--- src/rtl/mips_pkg.sv ---
// Shared encodings for the 16-bit multicycle MIPS-style datapath: ALU codes,
// opcodes, operand-select encodings and the control FSM state type.
package mips_pkg;

    localparam logic [3:0] ALU_ADD  = 4'b0010;
    localparam logic [3:0] ALU_SUB  = 4'b0110;
    localparam logic [3:0] ALU_SLT  = 4'b0111;
    localparam logic [3:0] ALU_PASS = 4'b0000;

    localparam logic [3:0] OP_RTYPE = 4'b0000;
    localparam logic [3:0] OP_ADDI  = 4'b0001;
    localparam logic [3:0] OP_LW    = 4'b0010;
    localparam logic [3:0] OP_SW    = 4'b0011;
    localparam logic [3:0] OP_BEQ   = 4'b0100;
    localparam logic [3:0] OP_J     = 4'b0101;

    localparam logic [2:0] FN_ADD = 3'b000;
    localparam logic [2:0] FN_SUB = 3'b001;
    localparam logic [2:0] FN_SLT = 3'b010;

    localparam logic [1:0] SRC_B_REG    = 2'b00;
    localparam logic [1:0] SRC_B_TWO    = 2'b01;
    localparam logic [1:0] SRC_B_IMM    = 2'b10;
    localparam logic [1:0] SRC_B_IMM_SH = 2'b11;

    localparam logic [1:0] PC_SRC_ALU    = 2'b00;
    localparam logic [1:0] PC_SRC_ALUOUT = 2'b01;
    localparam logic [1:0] PC_SRC_JUMP   = 2'b10;

    typedef enum logic [3:0] {
        ST_FETCH   = 4'd0,
        ST_DECODE  = 4'd1,
        ST_EXEC_R  = 4'd2,
        ST_WB_R    = 4'd3,
        ST_EXEC_I  = 4'd4,
        ST_WB_I    = 4'd5,
        ST_ADDR    = 4'd6,
        ST_MEM_RD  = 4'd7,
        ST_WB_MEM  = 4'd8,
        ST_MEM_WR  = 4'd9,
        ST_BRANCH  = 4'd10,
        ST_JUMP    = 4'd11,
        ST_ILLEGAL = 4'd12
    } state_e;

    // An instruction retires in its last state; a store only once memory accepts it.
    function automatic logic is_retire(input state_e st, input logic mem_ready);
        logic r;
        case (st)
            ST_WB_R, ST_WB_I, ST_WB_MEM, ST_BRANCH, ST_JUMP: r = 1'b1;
            ST_MEM_WR: r = mem_ready;
            default:   r = 1'b0;
        endcase
        return r;
    endfunction

endpackage

--- src/rtl/mc_alu_dec.sv ---
// R-type function decoder: maps funct to the ALU control code and flags
// function values the ALU does not implement.
module mc_alu_dec
    import mips_pkg::*;
(
    input  logic [2:0] funct_i,
    output logic [3:0] alu_ctrl_o,
    output logic       illegal_o
);

    // Pure lookup; unknown functions fall back to pass-A and raise illegal.
    always_comb begin
        alu_ctrl_o = ALU_PASS;
        illegal_o  = 1'b0;
        case (funct_i)
            FN_ADD:  alu_ctrl_o = ALU_ADD;
            FN_SUB:  alu_ctrl_o = ALU_SUB;
            FN_SLT:  alu_ctrl_o = ALU_SLT;
            default: illegal_o  = 1'b1;
        endcase
    end

endmodule

--- src/rtl/mc_ctrl.sv ---
// Multicycle control FSM: sequences fetch/decode/execute/memory/writeback,
// drives ALU and operand selects, counts retired instructions.
module mc_ctrl
    import mips_pkg::*;
#(
    parameter int CNT_W = 16
) (
    input  logic             clk_i,
    input  logic             rst_i,
    input  logic [3:0]       op_i,
    input  logic [2:0]       funct_i,
    input  logic             zero_i,
    input  logic             mem_ready_i,
    output logic             mem_req_o,
    output logic             mem_we_o,
    output logic             iord_o,
    output logic             ir_write_o,
    output logic             pc_write_o,
    output logic [1:0]       pc_src_o,
    output logic             alu_src_a_o,
    output logic [1:0]       alu_src_b_o,
    output logic [3:0]       alu_ctrl_o,
    output logic             reg_write_o,
    output logic             reg_dst_o,
    output logic             mem_to_reg_o,
    output logic             err_o,
    output logic [CNT_W-1:0] instr_cnt_o
);

    state_e           state_r;
    state_e           next_s;
    logic [CNT_W-1:0] cnt_r;
    logic [3:0]       dec_alu_s;
    logic             dec_illegal_s;
    logic             retire_s;

    mc_alu_dec u_alu_dec (
        .funct_i    (funct_i),
        .alu_ctrl_o (dec_alu_s),
        .illegal_o  (dec_illegal_s)
    );

    assign retire_s    = is_retire(state_r, mem_ready_i);
    assign instr_cnt_o = cnt_r;

    // State register and retired-instruction counter; counter wraps silently.
    always_ff @(posedge clk_i) begin
        if (rst_i) begin
            state_r <= ST_FETCH;
            cnt_r   <= {CNT_W{1'b0}};
        end else begin
            state_r <= next_s;
            if (retire_s) begin
                cnt_r <= cnt_r + {{(CNT_W-1){1'b0}}, 1'b1};
            end
        end
    end

    // Next-state logic; memory states hold until the request completes.
    always_comb begin
        next_s = state_r;
        case (state_r)
            ST_FETCH:  next_s = mem_ready_i ? ST_DECODE : ST_FETCH;
            ST_DECODE: begin
                case (op_i)
                    OP_RTYPE:     next_s = dec_illegal_s ? ST_ILLEGAL : ST_EXEC_R;
                    OP_ADDI:      next_s = ST_EXEC_I;
                    OP_LW, OP_SW: next_s = ST_ADDR;
                    OP_BEQ:       next_s = ST_BRANCH;
                    OP_J:         next_s = ST_JUMP;
                    default:      next_s = ST_ILLEGAL;
                endcase
            end
            ST_EXEC_R: next_s = ST_WB_R;
            ST_EXEC_I: next_s = ST_WB_I;
            ST_ADDR:   next_s = (op_i == OP_LW) ? ST_MEM_RD : ST_MEM_WR;
            ST_MEM_RD: next_s = mem_ready_i ? ST_WB_MEM : ST_MEM_RD;
            ST_MEM_WR: next_s = mem_ready_i ? ST_FETCH : ST_MEM_WR;
            ST_WB_R, ST_WB_I, ST_WB_MEM, ST_BRANCH, ST_JUMP, ST_ILLEGAL:
                       next_s = ST_FETCH;
            default:   next_s = ST_FETCH;
        endcase
    end

    // Control outputs decoded from the state register; all low while in reset.
    always_comb begin
        mem_req_o    = 1'b0;
        mem_we_o     = 1'b0;
        iord_o       = 1'b0;
        ir_write_o   = 1'b0;
        pc_write_o   = 1'b0;
        pc_src_o     = PC_SRC_ALU;
        alu_src_a_o  = 1'b0;
        alu_src_b_o  = SRC_B_REG;
        alu_ctrl_o   = ALU_PASS;
        reg_write_o  = 1'b0;
        reg_dst_o    = 1'b0;
        mem_to_reg_o = 1'b0;
        err_o        = 1'b0;
        if (rst_i) begin
            err_o = 1'b0;
        end else begin
            case (state_r)
                ST_FETCH: begin
                    mem_req_o   = 1'b1;
                    alu_src_b_o = SRC_B_TWO;
                    alu_ctrl_o  = ALU_ADD;
                    ir_write_o  = mem_ready_i;
                    pc_write_o  = mem_ready_i;
                end
                ST_DECODE: begin
                    alu_src_b_o = SRC_B_IMM_SH;
                    alu_ctrl_o  = ALU_ADD;
                end
                ST_EXEC_R: begin
                    alu_src_a_o = 1'b1;
                    alu_ctrl_o  = dec_alu_s;
                end
                ST_WB_R: begin
                    reg_write_o = 1'b1;
                    reg_dst_o   = 1'b1;
                end
                ST_EXEC_I, ST_ADDR: begin
                    alu_src_a_o = 1'b1;
                    alu_src_b_o = SRC_B_IMM;
                    alu_ctrl_o  = ALU_ADD;
                end
                ST_WB_I:   reg_write_o = 1'b1;
                ST_MEM_RD: begin
                    mem_req_o = 1'b1;
                    iord_o    = 1'b1;
                end
                ST_WB_MEM: begin
                    reg_write_o  = 1'b1;
                    mem_to_reg_o = 1'b1;
                end
                ST_MEM_WR: begin
                    mem_req_o = 1'b1;
                    mem_we_o  = 1'b1;
                    iord_o    = 1'b1;
                end
                ST_BRANCH: begin
                    alu_src_a_o = 1'b1;
                    alu_ctrl_o  = ALU_SUB;
                    pc_src_o    = PC_SRC_ALUOUT;
                    pc_write_o  = zero_i;
                end
                ST_JUMP: begin
                    pc_src_o   = PC_SRC_JUMP;
                    pc_write_o = 1'b1;
                end
                ST_ILLEGAL: err_o = 1'b1;
                default:    err_o = 1'b0;
            endcase
        end
    end

endmodule

--- config.mk ---
export PLATFORM = sky130hd
export DESIGN_NAME = mc_ctrl
export DESIGN_NICKNAME = d
export VERILOG_FILES = /design/src/rtl/mips_pkg.sv /design/src/rtl/mc_alu_dec.sv /design/src/rtl/mc_ctrl.sv
export SDC_FILE = /design/constraint.sdc
export NUM_CORES = 1
export LEC_CHECK = 0
export ABC_AREA = 1
export CELL_PAD_IN_SITES_DETAIL_PLACEMENT = 1
export CELL_PAD_IN_SITES_GLOBAL_PLACEMENT = 1
export CORE_UTILIZATION = 31
export CTS_CLUSTER_DIAMETER = 30
export CTS_CLUSTER_SIZE = 12
export DETAILED_ROUTE_END_ITERATION = 8
export GPL_TIMING_DRIVEN = 0
export PLACE_DENSITY = 0.76
export SYNTH_ARGS = -nofsm -noshare
export SYNTH_HDL_FRONTEND = slang
export SYNTH_HIERARCHICAL = 1
export SYNTH_SLANG_ARGS = --single-unit
--- constraint.sdc ---
create_clock -name clk_i -period 1.7 [get_ports clk_i]
set_input_delay 0.255 -clock clk_i [delete_from_list [all_inputs] [get_ports clk_i]]
set_output_delay 0.255 -clock clk_i [all_outputs]
set_load 0.02 [all_outputs]
# == Yosys cells after proc, flatten, opt, wreduce, memory -nomap -nowiden ==
# Cells that the tools add are included.
# word_totals
regBits,20
output_inout_bits,34
elab_cells,69
# op_classes
n_addsub,1
n_eq_ne,19
n_mux,35
reduce_logical,12
# ops
operator,count
4-bit one-hot mux with 7 select lines,1
4-bit by 3-bit equality test with 1-bit output (second input constant),6
4-bit equality test (second input constant),5
1-bit two-way mux,20
4-bit two-way mux,5
4-bit one-hot mux with 5 select lines,1
16-bit by 1-bit adder with 16-bit output (second input constant),1
4-bit by 2-bit equality test with 1-bit output (second input constant),4
4-bit one-hot mux with 3 select lines,1
3-bit one-hot mux with 3 select lines,1
3-bit OR reduction,3
4-bit by 1-bit equality test with 1-bit output (second input constant),2
4-bit logical NOT,2
4-bit OR reduction,2
2-bit one-hot mux with 3 select lines,1
2-bit OR reduction,3
5-bit OR reduction,1
2-bit two-way mux,2
2-bit one-hot mux with 2 select lines,1
3-bit by 1-bit equality test with 1-bit output (second input constant),1
3-bit by 2-bit equality test with 1-bit output (second input constant),1
3-bit logical NOT,1
1-bit one-hot mux with 3 select lines,1
1-bit one-hot mux with 2 select lines,1

# == Longest topological paths before layout ==
# logic_depth
word_depth,5
ltp_mapped,10
ltp_nobuf,9

# == By module ==
# Netlist, hierarchy kept.
# by_module_without_submodules
mod,instances,cells_each,area_per_inst_um2,seq_area_each_um2
mc_ctrl,1,235,1401.3,400.4
mc_alu_dec,1,11,52.6,0.0

# == Least setup slack after synthesis ==
# Ideal clock, no wire load.
# synth_timing
path_kind,register -> output
start,register state_r[1]
end,output alu_ctrl_o[0]
arrival_ns,1.368
required_time_ns,1.445
setup_slack_ns,0.077
stages_incl_launch_ff,5
path_buffers,0
cell_sequence,dfxtp_1 inv_1 nor2_1 nand2_1 nor3b_1
# synth_between
elab_chain_len,4
word_cells_on_any_way,9
classes_between,eq/ne: 5; mux: 2; reduce/logical: 2
# synth_lines
item,line_no,text
from (decl),mc_ctrl.sv:30,state_e state_r;
from (signal assigned),mc_ctrl.sv:52,state_r <= next_s;
"4-bit by 3-bit equality test with 1-bit output, or another cell as far along",mc_ctrl.sv:103,case (state_r)
4-bit OR reduction (no source line),-,
4-bit one-hot mux with 3 select lines (*),mc_ctrl.sv:103,
4-bit two-way mux (*),mc_ctrl.sv:100,if (rst_i) begin
to (decl),mc_ctrl.sv:22,"output logic [3:0] alu_ctrl_o,"
# Every way passes the cells marked *; elsewhere a longest branch is shown, timed or not.

# == Worst setup path after layout ==
# layout_timing
start,register state_r[3]
end,output alu_ctrl_o[1]
# The elaborated chain is that of the path after synthesis.

==> results.ini <==
[floorplan]
die_y_um=70.5
start_util=0.327
ios=45
core_area_sq_um=4440
dieWidth_um=70.5
die-area_sq_um=4970
rows=24

[logic_synthesis]
syn_nets=258
ys_top_cells_by_count=60 x nand2_1, 45 x nor2_1, 24 x inv_1, 24 x nand3_1, 22 x a21oi_1
avgSynthCellArea_sq_um=5.91
synth.distinct_cells=29
synth_compound_area_frac=0.121
synth.most_common_cell=nand2_1
synth_xor_area_frac=0.0120
synth_edf_count=0
postSynth.asyncResetShare=0
yosysWarnings=6
ys_ff_latch=20
synth_area_sq_um=1450
synthDominantCellAreaShare=0.275
synthAdderAreaFrac=0.00861
synth-simple-area-share=0.476
synth_top_family_by_area=simple AND/OR/NAND/NOR gates
synth_area_leaders=dfxtp_1 28%, nand2_1 15%, nor2_1 12%, nand3_1 8.3%, a21oi_1 7.6%
synth.mux.area_fraction=0
synth_ff_type=dfxtp_1
synth_area_leader_cell=dfxtp_1
seq_area_frac_synth=0.275
netlist_instances=246

[final_layout]
layout.nets=313
fillers=606
fin_cells=352
utilization=0.474
antenna_cells=0
syn2layout_area_growth_pct=44.8
drive_gt1_frac=0.233

[drt]
drt_wl_total_um=4740
drcViolationCount=4
drt_iter0_drc=50
avgViaCountPerCell=5.04
num_vias=1774
wire_per_inst_um=13.5
drtAntennaViolNets=0
firstDrtPassIters=6

[sta]
worst_pin_slew_ps=678
post-route-min-period_ps=1700
rsz0062_at_grt=true
setup_tns_ps=-3.32
setup_ws_ps=-2.18
hold_viol=0
clock_skew_ps=1.62
report.final.setup_viol=2
fmax_mhz=587
maxSlewViolCount=0
maxSlewHeadroom=0.547
min_period_over_period=1.00

[clock_tree]
clk_latency_ps=260
h-tree-depth=1
cts_made_buffers=3
cts_tree=yes
cts_buffer_depth=2
ctsRootBufferMaster=clkbuf_8
cts_sinks=20
clk_pin_slew_ps=80

[placement]
place_ws_ps=-539
place.gp.congestion=0.829
hpwlAfterDp_um=3520
dp_cells=340
port_buffers=42

[critical_path]
crit_path_end_kind=output pin
critPathTopFamily=flip-flops
crit_buf_inv=2
path_cells=buf_6 > nor2_4 > nand2_2 > a41oi_2 > buf_4
cpPeakStageDelay_ps=370
worstPathMaxFanout=6
crit_required_ps=1440
start_kind=flop
arrival_ps=1450
cpMaxStageDelayCell=dfxtp_4
crit_type=flop to output pin

[run_status]
violations=DRC, setup timing
outcome=finished, violations left

[run]
maxCapViolCount=0

[global_routing]
grt_pass1_wl_um=7860
grt_overflow=0
grt_antenna_before_repair=0
grt.total_usage=0.197
grt_max_degree=12
grt_pass1_vias=1766

[power]
p_per_area_nw_per_um2=697
total_power_mw=1.47
p_leak_nw=0.884
ir_worst_vdd_mv=0.281

[worst_hold_path]
hp-class=input port to flop

==> stage by stage <==
step                instance area [sq um]  hold WS [ps]
floorplan                            1450           446
global placement                     1940           509
detailed placement                   1940           516
CTS                                  2060           437
global route                         2110           451
finish                               2110           434
==> registers in the layout, summed over array words and instances (netlist names) <==
signal,count
instr_cnt_o,16
state_r,4
==> layer usage <==
layer / share of wire / up-vias / track usage
met3: 0.028 / 2 / 0.0173
met5: 0 / - / 0
met1: 0.44 / 833 / 0.223
li1: - / 901 / -
met2: 0.52 / 38 / 0.382
met4: 0.0038 / 0 / 0.0635
==> cell usage in the layout (no fill, tap or decap), drive strengths merged <==
cell and instances:
a31oi 1, nor3b 2, o211ai 1, nand3 26
nand4 7, nor3 3, nand2 64, dfxtp 20
a41oi 1, and2 2, clkbuf 12, o21ai 7
a21oi 23, buf 23, inv 28, xnor2 2
nor2 50, conb 1, dlymetal6s2s 1, clkdlybuf4s15 1
ha 1, clkdlybuf4s50 24
==> path summary, 6_finish.rpt <==
check	cells after the start	start	to	slack, ps
setup / recovery	5	state_r[3]$_SDFF_PP0_	alu_ctrl_o[1]	-2
hold / removal	2	rst_i	state_r[2]$_SDFF_PP0_	430
setup reg to reg	10	state_r[1]$_SDFF_PP0_	instr_cnt_o[7]$_SDFFE_PP0P_	240
hold reg to reg	2	instr_cnt_o[1]$_SDFFE_PP0P_	instr_cnt_o[1]$_SDFFE_PP0P_	520
==> cell families (layout without fill, tap and decap cells) <==
family | Yosys count | in the layout
other | 1 | 1
flip-flops | 20 | 20
AND/OR/NAND/NOR | 154 | 154
buffers and inverters | 35 | 89
XOR/XNOR | 2 | 2
AO/OA/AOI/OAI | 33 | 33
adder cells (fa/ha/maj) | 1 | 1
==> report_power, final <==
part           internal, mW  switching (mW)
Sequential            0.495          0.0421
Clock                 0.207           0.174
Combinational         0.221           0.331
Total                 0.922           0.546
==> timing repair <==
| item | in CTS | in global routing |
|---|---|---|
| hold buffers | 0 | 0 |
| pin swaps | 3 | 7 |
| endpoints found under the setup margin | 17 | 19 |
| buffers inserted | 2 | 6 |
| cloned | 0 | 0 |
| resized for setup | 78 | 27 |
==> layout make-up <==
cell class,instances,area [sq um],share of cell area
Multi-Input combinational cell,191,973,0.462
Clock buffer,4,55.1,0.0261
Buffer,7,47.5,0.0226
Inverter,28,105,0.0499
Tap cell,52,65.1,0.0309
Sequential cell,20,415,0.197
Timing Repair Buffer,50,444,0.211
No activity file was read; power rests on OpenSTA's default activity.
